## src/rtl/text_ram_sched_pkg.sv

```systemverilog
// Shared constants, state encoding and port payload for the text RAM scheduler.
// Operand-bus addresses, CTL field positions and bulk-operation codes live here.
package text_ram_sched_pkg;

    localparam logic [31:0] VIDEO_ADDR = 32'h0000_F000;
    localparam logic [31:0] TEXT_BASE  = VIDEO_ADDR + 32'h10;
    localparam logic [31:0] CTL_ADDR   = VIDEO_ADDR + 32'h3;

    localparam int unsigned COLS  = 80;
    localparam int unsigned ROWS  = 40;
    localparam int unsigned AW    = 12;
    localparam int unsigned CELLS = COLS * ROWS;

    localparam logic [1:0] TEXT_OP_NOP    = 2'd0;
    localparam logic [1:0] TEXT_OP_CLEAR  = 2'd1;
    localparam logic [1:0] TEXT_OP_SCROLL = 2'd2;

    localparam int unsigned CTL_BUSY_BIT = 1;
    localparam int unsigned CTL_OP_LSB   = 0;
    localparam int unsigned CTL_FILL_LSB = 8;

    localparam logic [7:0]    FILL_RESET = 8'h20;
    localparam logic [AW-1:0] LAST_CELL  = AW'(CELLS - 1);
    localparam logic [AW-1:0] LAST_MOVE  = AW'((ROWS - 1) * COLS - 1);

    typedef enum logic [2:0] {
        ST_IDLE,
        ST_CLR,
        ST_SCR_RD,
        ST_SCR_WR,
        ST_FILL
    } eng_state_e;

    typedef struct packed {
        logic          en;
        logic          we;
        logic [AW-1:0] addr;
        logic [7:0]    wdata;
    } ram_req_t;

endpackage

```

## src/rtl/text_move_engine.sv

```systemverilog
// Bulk clear / scroll-up engine; requests the text RAM port and only advances
// when granted, so the core can steal any cycle without corrupting the run.
module text_move_engine
    import text_ram_sched_pkg::*;
(
    input  logic          clk,
    input  logic          reset,
    input  logic          start,
    input  logic [1:0]    op,
    input  logic [7:0]    fill,
    input  logic          gnt,
    input  logic [7:0]    ram_rdata,
    output logic          eng_req,
    output logic          eng_we,
    output logic [AW-1:0] eng_addr,
    output logic [7:0]    eng_wdata,
    output logic          busy
);

    eng_state_e    state_q, state_d;
    logic [AW-1:0] ptr_q, ptr_d;
    logic [7:0]    latch_q;
    logic          rd_pend_q;

    // State, pointer and scroll read latch
    always_ff @(posedge clk or posedge reset) begin
        if (reset) begin
            state_q   <= ST_IDLE;
            ptr_q     <= '0;
            latch_q   <= '0;
            rd_pend_q <= 1'b0;
        end else begin
            state_q   <= state_d;
            ptr_q     <= ptr_d;
            rd_pend_q <= (state_q == ST_SCR_RD) && gnt;
            // Captured whether or not the engine owns the port this cycle
            if (rd_pend_q) begin
                latch_q <= ram_rdata;
            end
        end
    end

    // Next state and port request
    always_comb begin
        state_d   = state_q;
        ptr_d     = ptr_q;
        eng_req   = 1'b0;
        eng_we    = 1'b0;
        eng_addr  = '0;
        eng_wdata = '0;
        case (state_q)
            ST_IDLE: begin
                if (start && op == TEXT_OP_CLEAR) begin
                    state_d = ST_CLR;
                    ptr_d   = '0;
                end else if (start && op == TEXT_OP_SCROLL) begin
                    state_d = ST_SCR_RD;
                    ptr_d   = '0;
                end
            end
            ST_CLR, ST_FILL: begin
                eng_req   = 1'b1;
                eng_we    = 1'b1;
                eng_addr  = ptr_q;
                eng_wdata = fill;
                if (gnt) begin
                    if (ptr_q == LAST_CELL) begin
                        state_d = ST_IDLE;
                        ptr_d   = '0;
                    end else begin
                        ptr_d = ptr_q + AW'(1);
                    end
                end
            end
            ST_SCR_RD: begin
                eng_req  = 1'b1;
                eng_addr = ptr_q + AW'(COLS);
                if (gnt) begin
                    state_d = ST_SCR_WR;
                end
            end
            ST_SCR_WR: begin
                eng_req  = 1'b1;
                eng_we   = 1'b1;
                eng_addr = ptr_q;
                // Read data is still on the RAM output right after our read
                eng_wdata = rd_pend_q ? ram_rdata : latch_q;
                if (gnt) begin
                    ptr_d   = ptr_q + AW'(1);
                    state_d = (ptr_q == LAST_MOVE) ? ST_FILL : ST_SCR_RD;
                end
            end
            default: begin
                state_d = ST_IDLE;
            end
        endcase
    end

    assign busy = (state_q != ST_IDLE);

endmodule

```

## src/rtl/text_ram_sched.sv

```systemverilog
// Arbiter for the text RAM write port: core operand accesses always win,
// the bulk engine uses the remaining cycles; hosts the CTL/status register.
module text_ram_sched
    import text_ram_sched_pkg::*;
(
    input  logic          clk,
    input  logic          reset,
    input  logic          cpu_en,
    input  logic          cpu_rw,
    input  logic [31:0]   cpu_addr,
    input  logic [31:0]   cpu_wdata,
    output logic [31:0]   cpu_rdata,
    output logic          cpu_rvalid,
    output logic          ram_en,
    output logic          ram_we,
    output logic [AW-1:0] ram_addr,
    output logic [7:0]    ram_wdata,
    input  logic [7:0]    ram_rdata,
    output logic          busy
);

    logic [31:0]   offset;
    logic          text_hit;
    logic          ctl_hit;
    logic          ctl_wr_ok;
    logic          gnt;
    logic [7:0]    fill_q;
    logic          rvalid_q;
    logic          rd_ctl_q;
    logic          busy_q;
    logic          eng_req;
    logic          eng_we;
    logic [AW-1:0] eng_addr;
    logic [7:0]    eng_wdata;
    ram_req_t      eng_port;
    ram_req_t      port;
    logic          unused_bits;

    // Operand address decode; nothing reaches the RAM while in reset
    assign offset    = cpu_addr - TEXT_BASE;
    assign text_hit  = !reset && cpu_en && (cpu_addr >= TEXT_BASE)
                       && (cpu_addr < TEXT_BASE + 32'(CELLS));
    assign ctl_hit   = !reset && cpu_en && (cpu_addr == CTL_ADDR);
    assign ctl_wr_ok = ctl_hit && cpu_rw && !busy;
    assign gnt       = !text_hit;

    assign unused_bits = ^{cpu_wdata[31:16], offset[31:AW]};

    text_move_engine u_engine (
        .clk       (clk),
        .reset     (reset),
        .start     (ctl_wr_ok),
        .op        (cpu_wdata[CTL_OP_LSB +: 2]),
        .fill      (fill_q),
        .gnt       (gnt),
        .ram_rdata (ram_rdata),
        .eng_req   (eng_req),
        .eng_we    (eng_we),
        .eng_addr  (eng_addr),
        .eng_wdata (eng_wdata),
        .busy      (busy)
    );

    assign eng_port = {eng_req, eng_we, eng_addr, eng_wdata};

    // Core-priority port mux
    always_comb begin
        port = eng_port;
        if (text_hit) begin
            port.en    = 1'b1;
            port.we    = cpu_rw;
            port.addr  = offset[AW-1:0];
            port.wdata = cpu_rw ? cpu_wdata[7:0] : 8'h00;
        end
    end

    assign ram_en    = port.en;
    assign ram_we    = port.we;
    assign ram_addr  = port.addr;
    assign ram_wdata = port.wdata;

    // Fill character and read-response pipeline
    always_ff @(posedge clk or posedge reset) begin
        if (reset) begin
            fill_q   <= FILL_RESET;
            rvalid_q <= 1'b0;
            rd_ctl_q <= 1'b0;
            busy_q   <= 1'b0;
        end else begin
            rvalid_q <= (text_hit || ctl_hit) && !cpu_rw;
            rd_ctl_q <= ctl_hit && !cpu_rw;
            busy_q   <= busy;
            if (ctl_wr_ok) begin
                fill_q <= cpu_wdata[CTL_FILL_LSB +: 8];
            end
        end
    end

    // Cell data arrives from the RAM in the response cycle
    always_comb begin
        cpu_rdata = 32'h0;
        if (rvalid_q) begin
            if (rd_ctl_q) begin
                cpu_rdata = 32'(busy_q) << CTL_BUSY_BIT;
            end else begin
                cpu_rdata = {24'h0, ram_rdata};
            end
        end
    end

    assign cpu_rvalid = rvalid_q;

endmodule

```

## config.mk

```make
export PLATFORM = sky130hd
export DESIGN_NAME = text_ram_sched
export DESIGN_NICKNAME = d
export VERILOG_FILES = /design/src/rtl/text_ram_sched_pkg.sv /design/src/rtl/text_move_engine.sv /design/src/rtl/text_ram_sched.sv
export SDC_FILE = /design/constraint.sdc
export NUM_CORES = 1
export LEC_CHECK = 0
export BUFFER_PORTS_ARGS = -buffer_cell sky130_fd_sc_hd__buf_2
export CORE_MARGIN = 2
export CORE_UTILIZATION = 51
export DETAILED_ROUTE_END_ITERATION = 8
export GPL_TIMING_DRIVEN = 0
export PLACE_DENSITY = 0.95
export SLEW_MARGIN = 20
export SYNTH_ARGS = -nofsm -noshare
export SYNTH_HDL_FRONTEND = slang
export SYNTH_SLANG_ARGS = --single-unit
```

## constraint.sdc

```tcl
create_clock -name clk -period 6.1 [get_ports clk]
set_input_delay 1.22 -clock clk [delete_from_list [all_inputs] [get_ports clk]]
set_output_delay 1.22 -clock clk [all_outputs]
set_load 0.03 [all_outputs]
```

# Yosys cells after proc, flatten, opt, wreduce, memory -nomap -nowiden
# Cells that the tools add are included.
totals:
  ff_bits: 35
  mem_count: 0
  output_inout_bits: 56
  input_bits: 76
  mem_bits_ro: 0
  latchBits: 0
  ramBits: 0
op_classes:
  addsub: 3
  n_eq_ne: 14
  n_reduce_logical: 24
  magnitude_cmp: 2
  n_mul: 0
  n_mux: 23
  n_shift: 0
  n_div: 0
  bitwise_logic: 0
op_table:
  columns: ["cell", "n"]
  rows:
  - ["12-bit two-way mux", 5]
  - ["12-bit case mux with 3 select lines", 1]
  - ["32-bit by 16-bit == test with 1-bit output, second input constant", 1]
  - ["32-bit by 16-bit greater-or-equal comparator with 1-bit output, second input constant", 1]
  - ["32-bit by 16-bit less-than comparator with 1-bit output, second input constant", 1]
  - ["8-bit two-way mux", 4]
  - ["12-bit == test, second input constant", 2]
  - ["12-bit case mux with 2 select lines", 1]
  - ["22-bit two-way mux", 1]
  - ["3-bit two-way mux", 7]
  - ["8-bit case mux with 2 select lines", 1]
  - ["12-bit by 1-bit adder with 12-bit output, second input constant", 1]
  - ["12-bit by 7-bit adder with 12-bit output, second input constant", 1]
  - ["3-bit case mux with 4 select lines", 1]
  - ["12-bit by 5-bit subtractor with 12-bit output, second input constant", 1]
  - ["1-bit logical AND", 11]
  - ["3-bit by 2-bit == test with 1-bit output, second input constant", 2]
  - ["2-bit != test, second input constant", 3]
  - ["3-bit nonzero test", 2]
  - ["5-bit AND reduction", 1]
  - ["1-bit logical NOT", 4]
  - ["4-bit AND reduction", 1]
  - ["4-bit OR reduction", 1]
  - ["3-bit by 1-bit == test with 1-bit output, second input constant", 1]
  - ["10 further kinds", 11]

# Logic depth before layout (Yosys ltp)
# Gate-level depths: netlist of run 1.
logic_depth:
  ltp_word: 9
  ltp_mapped: 9

# Cells and area by module
# From an unflattened synthesis of run 1, not the netlist that was laid out.
hier_totals:
  cells_unflattened: 351
  hier_area_um2: 2985.4
by_module_without_submodules:
  columns: ["module", "cells_each", "n_inst", "area_per_inst_um2", "seq_area_each_um2"]
  rows:
  - ["text_move_engine", 205, 1, 1795.5, 600.6]
  - ["text_ram_sched", 146, 1, 1189.9, 276.5]

# Least setup slack after synthesis of run 1
# OpenSTA, ideal clock, no wires.
synth_path:
  path_kind: "input port to output port"
  start: "input port cpu_addr[0]"
  end: "output port ram_wdata[3]"
  n_path_buf: 1
  required_ns: 4.880
  slack_ns: 1.908
  path_stages: 7
  arrival_time_ns: 2.972
  cell_sequence: "or4_1 > o2111ai_1 > o21ai_2 > nor2_4 > buf_2 > a221oi_1 > a21oi_1"
synth_between:
  elab_chain_cells: 4
  word_cells_on_any_way: 5
  classes_between: "order compare: 2; mux: 1; reduce/logical: 2"
synth_rtl:
  columns: ["item", "line", "text"]
  rows:
  - ["start, declared", "text_ram_sched.sv:10", "input logic [31:0] cpu_addr,"]
  - ["32-bit by 16-bit greater-or-equal comparator with 1-bit output", "text_ram_sched.sv:41", "assign text_hit = !reset && cpu_en && (cpu_addr >= TEXT_BASE)"]
  - ["1-bit logical AND", "text_ram_sched.sv:41", null]
  - ["1-bit logical AND *", "text_ram_sched.sv:42", "&& (cpu_addr < TEXT_BASE + 32'(CELLS));"]
  - ["22-bit two-way mux *", "text_ram_sched.sv:69", "if (text_hit) begin"]
  - ["end, declared", "text_ram_sched.sv:17", "output logic [7:0] ram_wdata,"]
# Mark *: on every way between the ends. The rest lies on a longest branch, timed or not.

# Worst setup path in the final report of run 1
layout_path:
  start: "input port cpu_addr[31]"
  end: "output port ram_wdata[6]"
# Same word-level chain as after synthesis.

==> out/qor.txt, run 1 <==
Clock Sink Count: 35
Hold Path Stages: 1
RSZ-0062 raised after global routing: false
HPWL Detailed: 5.95 mm
Number of enable-type register cells in the synthesized netlist: 0
Die area: 5990 µm²
Wire per inst: 14.4 µm
Post-CTS Setup Bufs: 0
Share of post-route cells with drive strength above 1: 0.342
Post-DRT Antenna Nets: 0
Sw Ratio: 0.261
Layout net count: 536
GRT Total Usage: 0.251
Mapped Area: 2750 µm²
Clock tree buffer depth: 2
Max-cap viol count: 0
Residual DRC: 0
Distinct cell type count after synthesis: 51
CP peak stage delay: 0.41 ns
Worst skew pair latency: 0.29 ns
Setup Skew: 0.00252 ns
Synthesis-stage register bit count: 35
1st-iter DRT viols: 263
Slew at the pin with the worst max-slew slack: 0.732 ns
Port Buffers: 90
VDD IR-drop max: 0.176 mV
Via density: 5.47
Clk pwr share: 0.403
Slew margin rel.: 0.511
Lkg Pwr: 1.76 nW
CTS root buf: clkbuf_8
Detailed Routing Iterations Pass 1: 7
R2r worst-path depth: 7
# fillers: 426
Slew Viols, Final: 0
Largest net degree at the start of global routing: 36
Main synth FF type: dfrtp_1
F_max: 0.226 GHz
Mapped Avg Cell Area: 8.20 µm²
Htree depth: 2
Critical-path cell list: buf_2, nor4b_1, nand4_1, or2_1, buf_2, nor2_4, buf_1, a21oi_1, buf_2
CORE AREA: 5140 µm²
Routability Congestion: 0.936
Die Span Y: 77.4 µm
FP Rows: 26
Min cycle time layout: 4.42 ns
Setup_tns: 0 ns
Reg clk slew, reported paths: 0.08 ns
Data arrival, critical path: 3.20 ns
Via count: 2877
Hold buffers post-CTS: 0
Seq/Total Area, Yosys: 0.319
I/O pin cnt: 132
Post-cts resize count: 0
Startpoint types: input pin
Register share of total power: 0.447
First-pass GRT wire length: 12.2 mm
Starting Density: 0.535
CP endpoint kind: output pin
Mapped Cells: 335
Total global routing overflow: 0
WL final: 7.59 mm
Num CTS Buffers: 5
Sw power: 0.137 mW
Ys async rst share: 1.00
Width of the die: 77.4 µm
Diode count: 0
Final WS setup: 1.68 ns
WP data required: 4.88 ns
Initial antenna violation count: 0
Status: finished clean
Vias in the first global route: 2672
Crit Path Max Fanout: 10
Pint: 0.388 mW
Fin. Hold Viols: 0
Critical path type: in -> out
Layout area overhead: 26.8%
CTS tree: built
Top delay family on crit path: simple AND/OR/NAND/NOR gates
Pre-CTS setup slack: 1.69 ns
Power Density: 151 nW/µm²
Final period util: 0.725
Synth warn: 0
Worst path depth: 9
Worst Path Buf+Inv: 4
Top cell by count, worst path: buf_2
CP max stage cell: buf_1
Worst Hold Class: reg -> reg
Final setup fails: 0
Logic gate share of total power: 0.149
-- cell type report --
cell class	count	area (µm²)	share of cell area
repair buffers	90	450	0.129
well taps	70	87.6	0.0251
multi-input cells	275	1670	0.480
inverters	8	30.0	0.00862
clock buffers	5	68.8	0.0197
plain buffers	40	255	0.0732
flip-flops and latches	35	877	0.252
clock inverters	3	43.8	0.0126
-- cells in the final DEF, fill, tap and decap left out, drive strengths merged, types with 4 or more instances in the layout --
master	count
buf	123
a21oi	22
nand2	39
clkbuf	12
conb	24
nor2	23
nor3	6
nand4	4
ha	5
dfrtp	34
a221oi	11
o2bb2ai	4
nand2b	9
and2	9
o21ai	29
inv	8
nand3	13
mux2	18
nor4	7
xnor2	7
nor2b	5
or2	5
a211oi	5
-- cells by family (layout without fill, tap and decap cells) --
kind of cell / count (synthesis) / count (layout) / synth area share
DFF: 35 / 35 / 0.319
adders and majority gates: 5 / 5 / 0.0228
muxes: 19 / 19 / 0.0774
xor gates and xnor gates: 7 / 7 / 0.0223
buffers and inverters: 48 / 146 / 0.104
AOI/OAI and AO/OA: 85 / 85 / 0.199
and+or+nand+nor: 135 / 135 / 0.254
other: 1 / 24 / 0.00136
-- path summary, 6_finish.rpt --
check | from | endpoint | slack, ns
worst max-delay path | cpu_addr[31] | ram_wdata[6] | 1.68
worst min-delay path | u_engine.latch_q[6] | u_engine.latch_q[6] | 0.51
worst max register to register | u_engine.ptr_q[4] | u_engine.ptr_q[2] | 3.54
worst min register to register | u_engine.latch_q[6] | u_engine.latch_q[6] | 0.51
max in group asynchronous | reset | u_engine.ptr_q[10] | 4.58
min in group asynchronous | reset | u_engine.ptr_q[3] | 1.06
-- flip-flops by register name (all words and copies together) (netlist names) --
register	cells
busy_q	1
cpu_rvalid	1
fill_q	8
rd_ctl_q	1
u_engine.latch_q	8
u_engine.ptr_q	12
u_engine.rd_pend_q	1
u_engine.state_q	3
-- cells in the mapped netlist, drive strengths merged, types with 8 or more instances --
master / count / area share
a21oi: 22 / 0.040
dfrtp: 34 / 0.31
inv: 8 / 0.011
a221oi: 11 / 0.035
mux2: 18 / 0.074
o21ai: 29 / 0.054
nor2: 23 / 0.034
nand2b: 9 / 0.020
nand2: 39 / 0.053
nand3: 13 / 0.024
and2: 9 / 0.020
buf: 33 / 0.083
-- stage by stage --
step	total power, mW	hold WS [ns]	cell area, µm²	instances	utilization
2_1_floorplan	0.290	0.473	2830	358	-
3_3_place_gp	0.316	0.482	3370	518	0.656
3_5_place_dp	0.317	0.493	3370	518	0.656
4_1_cts	0.527	0.510	3480	526	0.678
5_1_grt	0.542	0.531	3480	526	0.678
6_report	0.526	0.512	3480	526	0.678
-- metal layers --
layer / wire length [µm] / GRT usage / up-vias / share of wire
met5: 0 / 0 / - / 0
met4: 125 / 0.0964 / 0 / 0.016
met3: 644 / 0.0535 / 14 / 0.085
met2: 3610 / 0.419 / 156 / 0.48
met1: 3200 / 0.318 / 1301 / 0.42
li1: - / - / 1406 / -
-- power groups by stage --
stage	logic (mW)	clock network (mW)	registers (mW)
2_1_floorplan	0.0501	0	0.239
3_3_place_gp	0.0762	0	0.240
3_5_place_dp	0.0774	0	0.240
4_1_cts	0.0777	0.214	0.235
5_1_grt	0.0851	0.222	0.235
6_report	0.0784	0.212	0.235
-- worst reg2reg max path, delay by kind of cell, from the launching register on --
kind | cells | cell delay [ns]
AND/OR/NAND/NOR | 2 | 0.32
AO/OA/AOI/OAI | 3 | 0.99
flip-flops | 1 | 0.48
buffers and inverters | 1 | 0.40
adder cells (fa/ha/maj) | 1 | 0.29
(Power assumes the default switching activity.)
==> run 2: changes to the inputs <==
Settings changed: CORE_UTILIZATION 51 to 47, PLACE_DENSITY 0.95 to 0.92.
Clock period 6.1 ns to 4.54 ns, I/O delays scaled along.
==> run 2 against run 1 <==
Hold slack worse by 0.0076 ns. Final cell count up 0.38%. Die area up 8.1%. Critical path depth up 1. Clock-buffer cell count unchanged. Core utilization down 5.2 points. Setup slack worse by 1.0 ns. First-iteration DRC count up 3.8%.
==> out/qor.txt, run 2 (same netlist as run 1, synthesis figures left out) <==
Detailed Routing Iterations Pass 1: 5 (-2)
Residual DRC: 0 (unchanged)
# fillers: 486 (+14%)
Fin. Hold Viols: 0 (unchanged)
Slew at the pin with the worst max-slew slack: 0.750 ns (+0.0185 ns)
Max-cap viol count: 0 (unchanged)
Setup Skew: 0.00198 ns (-0.000541 ns)
Max reg flops: 12 (unchanged)
Clock tree buffer depth: 2 (unchanged)
Share of post-route cells with drive strength above 1: 0.342 (unchanged)
Multi-input logic area: 1670 µm² (unchanged)
GRT Total Usage: 0.229 (-0.0220)
Diode count: 0 (unchanged)
1st-iter DRT viols: 273 (+3.8%)
CP max stage cell: nor4b_1
Crit Path Max Fanout: 10 (unchanged)
Startpoint types: input pin
Lkg Pwr: 1.76 nW (unchanged)
Layout net count: 536 (unchanged)
F_max: 0.259 GHz
Total global routing overflow: 0 (unchanged)
Post-CTS Setup Bufs: 0 (unchanged)
Hold buffers post-CTS: 0 (unchanged)
Port Buffers: 90 (unchanged)
Fin cells: 528 (+0.38%)
Die Span Y: 80.5 µm (+4.0%)
CTS tree: built
Most frequent cells in the layout: 96 x buf_2, 39 x nand2_1, 34 x dfrtp_1, 27 x o21ai_0
I/O pin cnt: 132 (unchanged)
Power Density: 203 nW/µm² (+35%)
Placed Cells: 520 (+0.39%)
Critical path type: in -> out
CORE AREA: 5570 µm² (+8.4%)
Routability Congestion: 0.920 (-1.7%)
CP endpoint kind: output pin
Data arrival, critical path: 2.95 ns (-0.25 ns)
Via count: 2912 (+1.2%)
Critical-path cell list: buf_2, nor4b_1, nand4_1, or2_1, buf_2, nor2_4, buf_2, nand2_1, o21ai_0, buf_2
Vias in the first global route: 2528 (-5.4%)
Htree depth: 2 (unchanged)
CP startpoint: reset
First-pass GRT wire length: 11.5 mm (-6.1%)
Final period util: 0.850
WP data required: 3.63 ns (-1.25 ns)
Clock Sink Count: 35 (unchanged)
Worst reg-to-reg setup slack: 1.99 ns (-1.55 ns)
Register Area: 877 µm² (unchanged)
Most common cell after layout, fill and taps aside: buf_2
Largest net degree at the start of global routing: 36 (unchanged)
CTS root buf: clkbuf_8
Setup_tns: 0 ns (unchanged)
Reg clk slew, reported paths: 0.07 ns (about the same)
Worst Hold Class: reg -> reg
Top cell by count, worst path: buf_2
Largest regs: u_engine.ptr_q: 12 flops, fill_q: 8 flops, u_engine.latch_q: 8 flops
WL final: 7.59 mm (about the same)
Final setup fails: 0 (unchanged)
Layout area overhead: 26.9% (about the same)
CP peak stage delay: 0.32 ns (-0.09 ns)
Worst skew pair latency: 0.29 ns (about the same)
Hold Crit Start: u_engine.latch_q[5]
Post-DRT Antenna Nets: 0 (unchanged)
Starting Density: 0.493 (-0.0416)
Largest Register: u_engine.ptr_q
Slew margin rel.: 0.499 (-0.0124)
Min cycle time layout: 3.86 ns
Wire per inst: 14.4 µm (-0.34%)
Via density: 5.52 (+0.83%)
Num CTS Buffers: 5 (unchanged)
Status: finished clean
HPWL Detailed: 6.07 mm (+2.1%)
RSZ-0062 raised after global routing: false
Post-cts resize count: 0 (unchanged)
Slew Viols, Final: 0 (unchanged)
FP Rows: 27 (+3.8%)
Width of the die: 80.5 µm (+4.0%)
Initial antenna violation count: 0 (unchanged)
VDD IR-drop max: 0.131 mV (-26%)
Die area: 6470 µm² (+8.1%)
Reg2reg start: u_engine.ptr_q[4]
==> run 2: cell counts in the layout (fill, tap and decap cells not counted) <==
No cell type changed its count.
==> run 2: layout make-up <==
cell class	count	share of cell area
Inverter	8	0.00861
Clock buffer	5	0.0197
Tap cell	72	0.0258
Clock inverter	3	0.0126
Multi-Input combinational cell	275	0.479
Timing Repair Buffer	90	0.129
Sequential cell	35	0.252
Buffer	40	0.0732
==> run 2: per-stage QoR <==
stage	setup WS, ns	hold slack [ns]	area [µm²]	total power [mW]	util
5_1_grt	0.505	0.535	3490	0.734	0.626
4_1_cts	0.711	0.505	3490	0.708	0.626
3_3_place_gp	0.735	0.484	3370	0.424	0.605
6_report	0.680	0.504	3490	0.708	0.626
2_1_floorplan	0.972	0.473	2830	0.389	-
3_5_place_dp	0.718	0.488	3370	0.427	0.605
==> run 2: critical path, delay by kind of cell <==
family	cells	cell delay, ns
and+or+nand+nor	5	1.12
buffers and inverters	4	0.81
AOI/OAI and AO/OA	1	0.12
==> run 2: final timing paths <==
path | depth (start not counted) | endpoint
worst max-delay path | 10 | ram_addr[3]
worst min-delay path | 1 | u_engine.latch_q[5]
worst max register to register | 7 | u_engine.ptr_q[0]
worst min register to register | 1 | u_engine.latch_q[5]
max in group asynchronous | 2 | cpu_rvalid
min in group asynchronous | 2 | fill_q[1]
==> run 2: power by group <==
| group | leakage (nW) | switching, mW | internal (mW) |
|---|---|---|---|
| Combinational | 1.24 | 0.0628 | 0.0431 |
| Sequential | 0.457 | 0.000916 | 0.315 |
| Clock | 0.0581 | 0.122 | 0.164 |
| Total | 1.76 | 0.186 | 0.522 |
==> run 2: routing by layer <==
metal | share of wire | GRT usage | vias up
met5 | 0 | 0 | -
met4 | 0.026 | 0.0729 | 0
met3 | 0.086 | 0.0326 | 24
met2 | 0.47 | 0.387 | 171
met1 | 0.41 | 0.301 | 1315
li1 | - | - | 1402
